### config.mk
export PLATFORM = sky130hd
export DESIGN_NAME = ipml_fifo_framer_rd_v1_0_flat
export DESIGN_NICKNAME = d
export VERILOG_FILES = /design/src/rtl/ipml_fifo_framer_rd_v1_0_pkg.sv /design/src/rtl/ipml_fifo_framer_rd_v1_0_if.sv /design/src/rtl/ipml_framer_skid_v1_0.sv /design/src/rtl/ipml_fifo_framer_rd_v1_0.sv /design/src/flat_wrapper.sv
export SDC_FILE = /design/constraint.sdc
export NUM_CORES = 1
export LEC_CHECK = 0
export ABC_AREA = 1
export CORE_MARGIN = 2
export CORE_UTILIZATION = 60
export CTS_CLUSTER_DIAMETER = 80
export DETAILED_ROUTE_END_ITERATION = 8
export DONT_BUFFER_PORTS = 1
export MAX_ROUTING_LAYER = met4
export PLACE_DENSITY = 0.85
export SLEW_MARGIN = 5
export SYNTH_ARGS = -nofsm -noshare
export SYNTH_HDL_FRONTEND = slang
export SYNTH_SLANG_ARGS = --single-unit
### constraint.sdc
create_clock -name clk -period 3.8 [get_ports clk]
set_input_delay 0.19 -clock clk [delete_from_list [all_inputs] [get_ports clk]]
set_output_delay 0.19 -clock clk [all_outputs]
set_load 0.05 [all_outputs]
### src/rtl/ipml_fifo_framer_rd_v1_0_pkg.sv
// Shared types and constants for the FIFO read-side framer.
// State encoding, stall counter width and sample counter sizing.
package ipml_fifo_framer_rd_v1_0_pkg;

  typedef enum logic {
    S_IDLE = 1'b0,
    S_RUN  = 1'b1
  } state_t;

  localparam int STALL_W = 16;

  function automatic int samp_w(int frame_len);
    return (frame_len <= 2) ? 1 : $clog2(frame_len);
  endfunction

endpackage

### src/rtl/ipml_fifo_framer_rd_v1_0_if.sv
// FIFO read port plus framed output stream bundle.
// master = framer side, slave = FIFO/downstream side.
interface ipml_fifo_framer_rd_v1_0_if #(
  parameter int DATA_W = 16,
  parameter int FIDX_W = 16
);

  logic [DATA_W-1:0] s_data;
  logic              s_vld;
  logic              s_rd_en;
  logic [DATA_W-1:0] m_data;
  logic              m_vld;
  logic              m_ready;
  logic              m_sof;
  logic              m_eof;
  logic [FIDX_W-1:0] m_frame_idx;

  modport master (
    input  s_data, s_vld, m_ready,
    output s_rd_en, m_data, m_vld,
    output m_sof, m_eof, m_frame_idx
  );

  modport slave (
    output s_data, s_vld, m_ready,
    input  s_rd_en, m_data, m_vld,
    input  m_sof, m_eof, m_frame_idx
  );

endinterface

### src/rtl/ipml_framer_skid_v1_0.sv
// Two-entry register FIFO; output comes straight from the head register.
// in_ready depends only on registered occupancy.
module ipml_framer_skid_v1_0 #(
  parameter int W = 34
) (
  input  logic         clk,
  input  logic         rst,
  input  logic [W-1:0] in_data,
  input  logic         in_valid,
  output logic         in_ready,
  output logic [W-1:0] out_data,
  output logic         out_valid,
  input  logic         out_ready
);

  logic [W-1:0] head_q;
  logic [W-1:0] tail_q;
  logic [1:0]   cnt_q;
  logic         push;
  logic         pop;

  assign in_ready  = (cnt_q != 2'd2);
  assign out_valid = (cnt_q != 2'd0);
  assign out_data  = head_q;
  assign push      = in_valid & in_ready;
  assign pop       = out_valid & out_ready;

  // Entry storage: fill head first, spill to tail, shift tail up on pop
  always_ff @(posedge clk or posedge rst) begin
    if (rst) begin
      head_q <= '0;
      tail_q <= '0;
    end else begin
      unique case (1'b1)
        push && (cnt_q == 2'd0):
          head_q <= in_data;
        push && (cnt_q == 2'd1) && pop:
          head_q <= in_data;
        push && (cnt_q == 2'd1) && !pop:
          tail_q <= in_data;
        pop && (cnt_q == 2'd2):
          head_q <= tail_q;
        default: ;
      endcase
    end
  end

  // Occupancy tracks pushes minus pops
  always_ff @(posedge clk or posedge rst) begin
    if (rst) begin
      cnt_q <= 2'd0;
    end else begin
      cnt_q <= cnt_q + 2'(push) - 2'(pop);
    end
  end

endmodule

### src/rtl/ipml_fifo_framer_rd_v1_0.sv
// Pops the prefetch FIFO and frames samples into FRAME_LEN beats
// tagged with sof/eof/frame index, decoupled by a 2-entry skid.
module ipml_fifo_framer_rd_v1_0
  import ipml_fifo_framer_rd_v1_0_pkg::*;
#(
  parameter int DATA_W    = 16,
  parameter int FRAME_LEN = 512,
  parameter int FIDX_W    = 16
) (
  input  logic               clk,
  input  logic               rst,
  input  logic               en,
  ipml_fifo_framer_rd_v1_0_if.master bus,
  output logic               busy,
  output logic [STALL_W-1:0] stall_cnt
);

  localparam int SAMP_W = samp_w(FRAME_LEN);
  localparam int W      = DATA_W + 2 + FIDX_W;
  localparam logic [SAMP_W-1:0] LAST = SAMP_W'(FRAME_LEN - 1);

  state_t              state_q;
  state_t              state_d;
  logic [SAMP_W-1:0]   samp_q;
  logic [FIDX_W-1:0]   fidx_q;
  logic [STALL_W-1:0]  stall_q;
  logic                can_pop;
  logic                pop;
  logic                last;
  logic                in_ready;
  logic                out_valid;
  logic [W-1:0]        push_data;
  logic [W-1:0]        head;

  assign last      = (samp_q == LAST);
  assign push_data = {bus.s_data, (samp_q == '0), last, fidx_q};
  assign stall_cnt = stall_q;

  // State register
  always_ff @(posedge clk or posedge rst) begin
    if (rst) begin
      state_q <= S_IDLE;
    end else begin
      state_q <= state_d;
    end
  end

  // Next state: enter on first pop, leave only at a frame boundary
  always_comb begin
    state_d = state_q;
    unique case (state_q)
      S_IDLE: if (en && pop) state_d = S_RUN;
      S_RUN:  if (pop && last) state_d = en ? S_RUN : S_IDLE;
      default: state_d = S_IDLE;
    endcase
  end

  // Outputs: pop request gated by skid space and reset
  always_comb begin
    can_pop     = (state_q == S_RUN) || ((state_q == S_IDLE) && en);
    bus.s_rd_en = can_pop && in_ready && !rst;
    pop         = bus.s_rd_en && bus.s_vld;
    busy        = (state_q != S_IDLE) || out_valid;
  end

  // Sample position and frame index advance per pop
  always_ff @(posedge clk or posedge rst) begin
    if (rst) begin
      samp_q <= '0;
      fidx_q <= '0;
    end else if (pop) begin
      if (last) begin
        samp_q <= '0;
        fidx_q <= fidx_q + 1'b1;
      end else begin
        samp_q <= samp_q + 1'b1;
      end
    end
  end

  // Starved cycles while running, saturating
  always_ff @(posedge clk or posedge rst) begin
    if (rst) begin
      stall_q <= '0;
    end else if ((state_q == S_RUN) && !bus.s_vld &&
                 in_ready && (stall_q != '1)) begin
      stall_q <= stall_q + 1'b1;
    end
  end

  ipml_framer_skid_v1_0 #(
    .W (W)
  ) u_skid (
    .clk       (clk),
    .rst       (rst),
    .in_data   (push_data),
    .in_valid  (pop),
    .in_ready  (in_ready),
    .out_data  (head),
    .out_valid (out_valid),
    .out_ready (bus.m_ready)
  );

  assign {bus.m_data, bus.m_sof, bus.m_eof, bus.m_frame_idx} = head;
  assign bus.m_vld = out_valid;

endmodule

### src/flat_wrapper.sv
// flat-port wrapper written by rule: the top's interface ports become plain ports
module ipml_fifo_framer_rd_v1_0_flat import ipml_fifo_framer_rd_v1_0_pkg::*;
#(
  parameter int DATA_W    = 16,
  parameter int FRAME_LEN = 512,
  parameter int FIDX_W    = 16
)
  (clk, rst, en, busy, stall_cnt, bus_s_data, bus_s_vld, bus_m_ready, bus_s_rd_en, bus_m_data, bus_m_vld, bus_m_sof, bus_m_eof, bus_m_frame_idx);
  ipml_fifo_framer_rd_v1_0_if #(.DATA_W(DATA_W), .FIDX_W(FIDX_W)) bus_i ();
  input  logic clk;
  input  logic rst;
  input  logic en;
  output logic busy;
  output logic [STALL_W-1:0] stall_cnt;
  input wire logic [$bits(bus_i.s_data)-1:0] bus_s_data;
  input wire logic [$bits(bus_i.s_vld)-1:0] bus_s_vld;
  input wire logic [$bits(bus_i.m_ready)-1:0] bus_m_ready;
  output wire logic [$bits(bus_i.s_rd_en)-1:0] bus_s_rd_en;
  output wire logic [$bits(bus_i.m_data)-1:0] bus_m_data;
  output wire logic [$bits(bus_i.m_vld)-1:0] bus_m_vld;
  output wire logic [$bits(bus_i.m_sof)-1:0] bus_m_sof;
  output wire logic [$bits(bus_i.m_eof)-1:0] bus_m_eof;
  output wire logic [$bits(bus_i.m_frame_idx)-1:0] bus_m_frame_idx;
  assign bus_i.s_data = bus_s_data;
  assign bus_i.s_vld = bus_s_vld;
  assign bus_i.m_ready = bus_m_ready;
  assign bus_s_rd_en = bus_i.s_rd_en;
  assign bus_m_data = bus_i.m_data;
  assign bus_m_vld = bus_i.m_vld;
  assign bus_m_sof = bus_i.m_sof;
  assign bus_m_eof = bus_i.m_eof;
  assign bus_m_frame_idx = bus_i.m_frame_idx;
  ipml_fifo_framer_rd_v1_0 #(.DATA_W(DATA_W), .FRAME_LEN(FRAME_LEN), .FIDX_W(FIDX_W)) u_core (.clk(clk), .rst(rst), .en(en), .bus(bus_i), .busy(busy), .stall_cnt(stall_cnt));
endmodule
==> results.md, run 1 <==
- DR WL/cell: 14.1 microns
- Core area: ~9000 sq um
- Slew @ Worst Pin: 1.21 ns
- Clk buf depth: 2
- Fin util: 0.660
- Peak VDD IR: 0.490 mV
- Initial antenna violation count: 0
- Hold depth: 3
- DIE HEIGHT: 101 microns
- IO buf count: 0
- Post-synth top cells: nand2_1, dfrtp_1, o21ai_0, inv_1, nand3_1
- Final setup TNS: 0 ns
- Post-synthesis sequential area ratio: 0.494
- Hold WS: 0.0332 ns
- Largest net degree at the start of global routing: between 80 and 90
- Most common cell in the netlist: nand2_1
- Share of cells above drive strength 1: 0.0493
- Initial Util: 0.618
- # clock sinks: about 110
- Multi-input logic area: 2460 sq um
- Rows: 35
- Iter 0 DRT Violations: 278
- # fillers: roughly 800
- Area of the mapped netlist: 5680 sq um
- Synth unique cells: 30
- Area added between synthesis and finish: 6.87%
- Asr flop ratio synth: 1.00
- H-tree depth: 3
- Total GRT Usage: 0.257
- Post-synth top area share: 0.494
- Leakage power: ~3.0 nW
- Slew headroom: 0.190
- Dpl cell area: 5680 sq um
- Fmax: ~390 MHz
- EDFF count, synth: 0
- Most used DFF post-synth: dfrtp_1
- Final hold violations: 0
- CTS tree: built
- Clk root buf: clkbuf_8
- Pwr Density: 631 nW/um^2
- Yosys warning total: 0
- Syn Nets: 768
- Total power: 3.83 mW
- Ant diodes: 0
- CP Data Required Time: between 4 and 5 ns
- Seq. cell area: ~2800 sq um
- Post-route cell area: 6070 sq um
- First-pass DRT Iterations: 5
- Post-Route WL: around 12000 microns
- Status: complete, no violations
- Max-Cap Viols: 0
- Vias per inst: 5.52
- Mapped Cells: 740
- Routability congestion estimate: 0.926
- Hold Path Sink: u_core.u_skid.tail_q[17]
- Worst setup EP type: flop
- Routed Antenna Nets: 0
- Number of buffers created by CTS: 9
- First-pass GRT wire length: 20800 microns
- Worst r2r src: u_core.samp_q[0]
- Final min period: between 2 and 3 ns
- Cell taking the most area after synthesis: dfrtp_1
- Setup WS pre-CTS: ~1.3 ns
- Terminus of the critical flop-to-flop path: u_core.fidx_q[6]
- Die ar.: 10300 sq um
- Mean post-synth cell area: 7.67 sq um
- Crit path kind: reg2reg
- Worst Path Max Fanout: 18
- Hold WC Path Type: in2reg
- Hold wc startpoint: bus_m_ready
- CP Launch Type: flop
- Synth top area cells: dfrtp_1, nand2_1, o21ai_0
- Final cell count without fillers: between 800 and 900
- Pins Over Slew Limit: 0
- Io pins: 74
- Skew-Pair Late Insertion Delay: 0.38 ns
- Dpl cells: 827
- Synthesized flop and latch total: 112
- Vias after detailed routing: 4753
- DRC violation count after routing: 0
- Die width: between 100 and 150 microns
- Nets: 773
- # setup viols final: 0
- Final worst clock skew: 0.0150 ns
- Crit path DAT: 2.85 ns
- Period utilization: 0.678
- Vias in the first global route: 4718
- DP HPWL: between 8000 and 9000 microns
- Clock-pin slew on the worst setup and hold paths: 0.11 ns
- Total congestion overflow: 0
- Unrepaired setup endpoints after global routing: no
- R2R Setup Slk: 1.22 ns
- R2R cell count: 9
- Final setup margin: 1.22 ns
-- cell families (layout without fill, tap and decap cells) --
group                      Yosys count  in the layout  share of synthesized area
xor gates and xnor gates            17             17                     0.0262
and+or+nand+nor                    418            418                      0.306
AOI/OAI and AO/OA                   93             93                     0.0857
buffers and inverters               93            103                     0.0736
adders and majority gates            7              7                     0.0154
DFF                                112            112                      0.494
-- power by group --
part	internal, mW	total [mW]	switching (mW)
combinational	0.299	0.901	0.602
sequential	1.48	2.21	0.728
clock	0.266	0.721	0.454
-- worst max path at each step --
| stage | from | endpoint | slack, ns | cells after the start |
|---|---|---|---|---|
| 3_3_place_gp | u_core.samp_q[0] | u_core.fidx_q[6] | 1.43 | 9 |
| 4_1_cts | u_core.samp_q[0] | u_core.fidx_q[6] | 1.29 | 9 |
| 5_1_grt | u_core.samp_q[0] | u_core.fidx_q[6] | 1.05 | 9 |
| 2_1_floorplan | rst | u_core.fidx_q[0] | 0.65 | 1 |
| 6_report | u_core.samp_q[0] | u_core.fidx_q[6] | 1.22 | 9 |
| 3_5_place_dp | u_core.samp_q[0] | u_core.fidx_q[6] | 1.29 | 9 |
-- layout by cell type (no fill, tap or decap) --
| master | instances |
|---|---|
| dlygate4sd3_1 | 18 |
| nand3_2 | 2 |
| inv_6 | 3 |
| nor3_1 | 1 |
| o2111ai_2 | 1 |
| o21ai_1 | 16 |
| a21oi_1 | 2 |
| inv_4 | 2 |
| clkinv_8 | 2 |
| o21ai_0 | 73 |
| dfrtp_1 | 112 |
| clkbuf_8 | 9 |
| nand4_1 | 12 |
| o21ai_4 | 1 |
| nand3_1 | 57 |
| clkinv_1 | 2 |
| ha_1 | 7 |
| nor3b_1 | 1 |
| nand2_1 | 293 |
| buf_4 | 4 |
| nand2_2 | 2 |
| nor4_1 | 1 |
| inv_2 | 3 |
| inv_8 | 2 |
| nor2_1 | 43 |
| xor2_1 | 10 |
| xnor2_1 | 7 |
| inv_1 | 58 |
| nand2_4 | 2 |
| nor2_4 | 4 |
-- state kept, by name, indices dropped and copies added (netlist names) --
register                count
u_core.fidx_q              16
u_core.state_q              1
u_core.u_skid.cnt_q         2
u_core.stall_cnt           16
u_core.u_skid.out_data     34
u_core.u_skid.tail_q       34
u_core.samp_q               9
-- worst max-delay path, cell delays in order (launching register included) --
cell,delay (ns)
dfrtp_1,0.39
ha_1,0.25
nand2_1,0.09
nor4_1,0.30
ha_1,0.24
nand4_1,0.49
clkinv_1,0.50
nand2_1,0.09
nand2_1,0.07
nand2_1,0.04
-- cell type report --
type,count,area share
flip-flops and latches,112,0.462
repair buffers,22,0.0346
well taps,111,0.0229
clock inverters,7,0.0134
multi-input cells,535,0.406
clock buffers,9,0.0204
inverters,65,0.0410
-- what timing repair did --
action / 4_1_cts / 5_1_grt
setup buffers: 0 / 0
setup endpoints to repair: 0 / 0
gates resized for setup: 0 / 0
hold buffers: 18 / 0
endpoints found under the hold margin: 102 / 0
-- layer usage --
metal  vias up  global-route usage  part of all wire
met2       133               0.427              0.49
met5         -                   -                 0
met4         0               0.103             0.016
li1       2346                   -                 -
met3        21              0.0462             0.059
met1      2253               0.311              0.44
Note: power is estimated with default switching activity, not from simulation.
==> inputs of run 2 (changes only) <==
- clock period: 3.8 -> 2.7 ns (I/O delays scaled with it)
==> run 2 against run 1 <==
  * Clock skew down 0.00095 ns
  * Register-to-register slack worse by 0.66 ns
  * Clock power rose by 37%
  * Die area stayed put
  * Cell area is 2.6% higher
  * Via count is 2.1% higher
  * Critical path depth stayed put
  * Setup slack got worse by 0.66 ns
  * Global-route usage is 0.73 points higher
  * Final cell count grew 2.2%
  * Maximum frequency is 21% higher
  * Critical endpoint is now u_core.fidx_q[7]
  * Largest cell class unchanged
  * Highest routed layer unchanged
==> results.md, run 2 (same netlist as run 1, synthesis figures left out) <==
- Wire length on met1: 5340 microns (+1.1%)
- Final min period: 2.14 ns (-0.440 ns)
- Dpl cells: 845 (+2.2%)
- Core area: 9200 sq um (unchanged)
- H-tree depth: 3 (unchanged)
- Hold wc startpoint: bus_s_vld
- Hold depth: 3 (unchanged)
- IO buf count: 0 (unchanged)
- Max-Cap Viols: 0 (unchanged)
- Wire length on met3: 766 microns (+6.7%)
- Nets: 792 (+2.5%)
- Share of cells above drive strength 1: 0.0715 (+0.0222)
- DRC violation count after routing: 0 (unchanged)
- Vias in the first global route: 4710 (-0.17%)
- Initial antenna violation count: 0 (unchanged)
- Terminus of the critical flop-to-flop path: u_core.fidx_q[7]
- Total congestion overflow: 0 (unchanged)
- Ant diodes: 0 (unchanged)
- Hold WC Path Type: in2reg
- # clock sinks: 112 (unchanged)
- CP Launch Type: flop
- Routed Antenna Nets: 0 (unchanged)
- Setup bufs post-CTS: 0 (unchanged)
- Met2 WL: 6030 microns (+1.7%)
- DIE HEIGHT: 101 microns (unchanged)
- Final hold violations: 0 (unchanged)
- Fin util: 0.677 (+0.0173)
- Slew headroom: 0.428 (+0.237)
- Iter 0 DRT Violations: 313 (+13%)
- Slew @ Worst Pin: 0.857 ns (-0.355 ns)
- Commonest non-fill, non-tap cell in the layout: nand2_1
- Fmax: 468 MHz (+21%)
- Top routing layer in use: met4
- Final setup TNS: 0 ns (unchanged)
- # fillers: 753 (-3.7%)
- # setup viols final: 0 (unchanged)
- Vias after detailed routing: 4851 (+2.1%)
- Io pins: 74 (unchanged)
- Worst setup EP type: flop
- DR WL/cell: 14.0 microns (-0.28%)
- Pins Over Slew Limit: 0 (unchanged)
- First-pass DRT Iterations: 5 (unchanged)
- DP HPWL: 8400 microns (+3.4%)
- Initial Util: 0.618 (unchanged)
- Worst Path Max Fanout: 18 (unchanged)
- Period utilization: 0.791 (+0.113)
- Die ar.: 10300 sq um (unchanged)
- Leakage power: 3.07 nW (+3.3%)
- First-pass GRT wire length: 21100 microns (+1.3%)
- Die width: 101 microns (unchanged)
- Pwr Density: 873 nW/um^2 (+38%)
- Clk buf depth: 2 (unchanged)
- Clock-pin slew on the worst setup and hold paths: 0.11 ns (about the same)
- Skew-Pair Late Insertion Delay: 0.38 ns (about the same)
- Final setup margin: 0.564 ns (-0.660 ns)
- Rows: 35 (unchanged)
- Most frequent cells in the layout: nand2_1, dfrtp_1, o21ai_0, inv_1, nand3_1
- R2R Setup Slk: 0.56 ns (-0.66 ns)
- Setup WS pre-CTS: 0.565 ns (-0.721 ns)
- Vias per inst: 5.51 (-0.14%)
- Area added between synthesis and finish: 9.67%
- Worst r2r src: u_core.samp_q[0]
- Final cell count without fillers: 880 (+2.2%)
- Final worst clock skew: 0.0141 ns (-0.000953 ns)
- Number of buffers created by CTS: 9 (unchanged)
- Total GRT Usage: 0.264 (+0.00730)
- CTS tree: built
- Crit path DAT: 2.39 ns (-0.46 ns)
- Hold Path Sink: u_core.samp_q[5]
- Crit path kind: reg2reg
- Peak VDD IR: 0.505 mV (+3.0%)
- Dpl cell area: 5850 sq um (+2.8%)
- Largest net degree at the start of global routing: 68 (-22%)
- R2R cell count: 9 (unchanged)
- Post-Route WL: 12400 microns (+1.9%)
- Clk root buf: clkbuf_8
- Post-route cell area: 6230 sq um (+2.6%)
- CP Data Required Time: 2.96 ns (-1.12 ns)
- Routability congestion estimate: 0.896 (-3.3%)
- Unrepaired setup endpoints after global routing: no
- Status: complete, no violations
-- run 2: worst max-delay path: stages (launching register included) --
cell and delay (ns):
dfrtp_1 0.42, ha_1 0.27, nand2_1 0.11, nor4_1 0.06, ha_1 0.19, nand4_1 0.09
buf_4 0.20, clkinv_1 0.40, nand2_1 0.18, o21ai_0 0.10
-- run 2: routing by layer --
layer  global-route usage  up-vias
met3               0.0518       20
li1                     -     2390
met4               0.0904        0
met5                    -        -
met2                0.435      164
met1                0.328     2277
-- run 2: stage by stage --
step | hold WS, ns | total power [mW]
after floorplan | 0.256 | 4.11
after global placement | 0.203 | 4.34
after detailed placement | 0.210 | 4.44
after CTS | 0.0226 | 5.44
after global routing | 0.0349 | 5.79
final | 0.0382 | 5.44
-- run 2: layout make-up --
class,instances,area [sq um],share of cell area
Timing Repair Buffer,41,380,0.0611
Clock buffer,9,124,0.0199
Inverter,65,250,0.0402
Sequential cell,112,2800,0.450
Clock inverter,7,68.8,0.0110
Multi-Input combinational cell,535,2460,0.396
Tap cell,111,139,0.0223
-- run 2: power breakdown --
part | total, mW | leakage (nW) | internal [mW] | switching, mW
Sequential | 2.99 | 1.44 | 2.09 | 0.896
Clock | 0.987 | 0.0988 | 0.364 | 0.622
Combinational | 1.47 | 1.53 | 0.462 | 1.00
-- run 2: worst max path at each step --
stage	from	endpoint	slack [ns]
after floorplan	u_core.stall_cnt[0]	u_core.stall_cnt[0]	0.72
after global placement	u_core.samp_q[0]	u_core.fidx_q[6]	0.66
after detailed placement	u_core.samp_q[0]	u_core.fidx_q[7]	0.57
after CTS	u_core.samp_q[0]	u_core.fidx_q[3]	0.54
after global routing	u_core.samp_q[1]	u_core.fidx_q[3]	0.34
final	u_core.samp_q[0]	u_core.fidx_q[7]	0.56
-- run 2: repair_timing --
item                                   CTS  global route
resized for setup                        0             0
hold buffers                            19             0
endpoints found under the hold margin   57             0
==> inputs of run 3 (changes only) <==
- ABC_AREA: 1 -> 0
- CORE_UTILIZATION: 60 -> 57
- PLACE_DENSITY: 0.85 -> 0.84
- clock period: 2.7 -> 1.9 ns (I/O delays scaled with it)
==> run 3 against run 2 <==
  * The flow now finishes with violations (negative setup slack)
  * Count of clock-buffer cells in the layout up 1
  * Core utilization up 2.4 points
  * Sequential cell count unchanged
  * Largest power group unchanged
  * Highest routed layer unchanged
==> results.md, run 3 <==
- Routed Antenna Nets: 0 (unchanged)
- Vias after detailed routing: 3680 (-24%)
- EDFF count, synth: 0 (unchanged)
- Setup WS pre-CTS: -0.119 ns (-0.684 ns)
- Clock-pin slew on the worst setup and hold paths: 0.11 ns (about the same)
- Vias in the first global route: 3740 (-21%)
- Die ar.: 10000 sq um (-2.4%)
- CTS tree: built
- Io pins: 74 (unchanged)
- Leakage power: 3.12 nW (+1.7%)
- Syn Nets: 473 (-38%)
- Total congestion overflow: 0 (unchanged)
- Clk root buf: clkbuf_8
- Post-synth top cells: dfrtp_1, nor2_1, a21oi_1, mux2_2, mux2i_1
- Status: finished, violations left
- IO buf count: 0 (unchanged)
- Slew @ Worst Pin: 0.702 ns (-0.154 ns)
- Number of buffers created by CTS: 9 (unchanged)
- Skew-Pair Late Insertion Delay: 0.38 ns (about the same)
- Vias per inst: 5.87 (+6.5%)
- Post-synth top area share: 0.533 (+0.0393)
- Simple-gate share of the synthesized area: 0.148 (-0.157)
- DIE HEIGHT: 100 microns (-1.2%)
- Synth Area in Compound Gates: 0.0825 (-0.00316)
- Crit path kind: reg2reg
- Post-synthesis adder-cell area fraction: 0.0167 (+0.00123)
- Crit-path max cell delay: 0.38 ns (-0.04 ns)
- Mux cell area share after synthesis: 0.136 (+0.136)
- DP HPWL: 7050 microns (-16%)
- Die width: 100 microns (-1.2%)
- Final hold violations: 0 (unchanged)
- Largest family of logic cells by synthesized area: simple AND/OR/NAND/NOR gates
- Total GRT Usage: 0.238 (-0.0267)
- DR WL/cell: 17.8 microns (+27%)
- Post-Route WL: 11200 microns (-9.5%)
- Period utilization: 1.03 (+0.240)
- Hold wc startpoint: bus_s_vld
- Total power: 8.71 mW (+60%)
- Setup crit start: u_core.samp_q[1]
- Area of the mapped netlist: 5260 sq um (-7.4%)
- Mean post-synth cell area: 11.8 sq um (+54%)
- Hold WS: 0.151 ns (+0.113 ns)
- Xor/xnor share of the synthesized area: 0.0500 (+0.0237)
- Unrepaired setup endpoints after global routing: yes
- Synth unique cells: 51 (+70%)
- Initial Util: 0.577 (-0.0401)
- Most used DFF post-synth: dfrtp_1
- # setup viols final: 8 (+8)
- Final setup TNS: -0.186 ns (-0.186 ns)
- Worst Path Max Fanout: 4 (-14)
- Peak VDD IR: 0.997 mV (+98%)
- Synth top area cells: dfrtp_1, mux2_2, mux2i_1
- Yosys warning total: 0 (unchanged)
- Rows: 35 (unchanged)
- Post-synthesis sequential area ratio: 0.533 (+0.0393)
- Final setup margin: -0.0590 ns (-0.623 ns)
- Most frequent cells in the layout: dfrtp_1, buf_4, nor2_1, a21oi_1, mux2_2
- Crit path DAT: 2.23 ns (-0.16 ns)
- # clock sinks: 112 (unchanged)
- Cell taking the most area after synthesis: dfrtp_1
- Commonest non-fill, non-tap cell in the layout: dfrtp_1
- Pwr Density: 1360 nW/um^2 (+56%)
- Most common cell in the netlist: dfrtp_1
- Met1 Usage GRT: 0.310 (-0.0177)
- Area added between synthesis and finish: 21.4%
- Final min period: 1.96 ns (-0.177 ns)
- Routability congestion estimate: 0.810 (-9.6%)
- Core area: 9110 sq um (-0.95%)
- Met2 Usage GRT: 0.379 (-0.0556)
- Violated checks: negative setup slack
- Nets: 539 (-32%)
- Largest net degree at the start of global routing: 81 (+19%)
- Initial antenna violation count: 0 (unchanged)
- Dpl cells: 576 (-32%)
- Global-route track usage on met3: 0.0522 (+0.000469)
- Asr flop ratio synth: 1.00 (unchanged)
- Final cell count without fillers: 627 (-29%)
- Worst setup EP type: flop
- Cells along the critical path: ha_2 -> and3_4 -> nand3_4 -> nor2_4 -> ha_4 -> nand4_4 -> buf_4 -> buf_16 -> mux2_2
- CP Data Required Time: 2.17 ns (-0.79 ns)
- Final worst clock skew: 0.0152 ns (+0.00108 ns)
- Ant diodes: 0 (unchanged)
- Most Crowded Layer GR: met2
- Clk buf depth: 2 (unchanged)
- Iter 0 DRT Violations: 204 (-35%)
- CP Launch Type: flop
- Synthesized flop and latch total: 112 (unchanged)
- Slowest-stage cell, CP: dfrtp_1
- First-pass GRT wire length: 18300 microns (-13%)
- Share of cells above drive strength 1: 0.302 (+0.231)
- H-tree depth: 3 (unchanged)
- Mapped Cells: 445 (-40%)
- Slew headroom: 0.530 (+0.103)
- Fmax: 510 MHz (+9.0%)
- Worst r2r src: u_core.samp_q[1]
- DRC violation count after routing: 0 (unchanged)
- Max-Cap Viols: 0 (unchanged)
- Hold WC Path Type: in2reg
- First-pass DRT Iterations: 4 (-1)
- Pins Over Slew Limit: 0 (unchanged)
## run 3: logic make-up (layout without fill, tap and decap cells)
family | Yosys count | after routing
fa+ha+maj | 7 | 7
mux | 67 | 67
flops | 112 | 112
simple gates | 129 | 130
compound gates | 66 | 66
buf+inv | 34 | 104
xor+xnor | 30 | 30
## run 3: metrics by stage
stage          cell area [sq um]   util
3_5_place_dp                5650  0.620
2_1_floorplan               5300      -
6_report                    6380  0.701
5_1_grt                     6380  0.701
4_1_cts                     6180  0.679
3_3_place_gp                5650  0.620
## run 3: power breakdown
group | total, mW | internal [mW] | switching (mW)
Sequential | 4.87 | 3.04 | 1.83
Combinational | 2.47 | 1.06 | 1.41
Clock | 1.37 | 0.535 | 0.832
## run 3: routing by layer
metal	part of all wire	vias to the layer above
met5	0	-
met4	0.017	0
met3	0.041	13
met2	0.51	91
met1	0.44	1868
li1	-	1708
## run 3: critical path: cells and delay by family, from the launching register on
| kind | cells | cell delay [ns] |
|---|---|---|
| buffers and inverters | 2 | 0.32 |
| and+or+nand+nor | 4 | 0.55 |
| adders and majority gates | 2 | 0.35 |
| muxes | 1 | 0.26 |
| DFF | 1 | 0.38 |
## run 3: path summary, 6_finish.rpt
check                                              to  slack, ns  depth (start not counted)
max reg2reg                          u_core.fidx_q[1]      -0.06                          9
min reg2reg                   u_core.u_skid.tail_q[5]       0.50                          2
min in group asynchronous  u_core.u_skid.out_data[15]       0.33                          3
min                                  u_core.fidx_q[9]       0.15                          4
max                                  u_core.fidx_q[1]      -0.06                          9
max in group asynchronous         u_core.stall_cnt[0]       1.24                          3
## run 3: layout make-up
cell class	instances	area, sq um
sequential	112	2810
fill	606	2730
multi-input combinational	300	2510
timing repair buffer	77	699
tap	111	139
clock buffer	10	138
clock inverter	6	51.3
inverter	11	45.0
## run 3: repair_timing
| item | in CTS | in global routing |
|---|---|---|
| endpoints found under the setup margin | 13 | 19 |
| cloned | 2 | 0 |
| pin swaps | 12 | 15 |
| resized for setup | 18 | 23 |
| setup buffers | 1 | 12 |
| hold buffers | 20 | 0 |
| endpoints found under the hold margin | 146 | 0 |
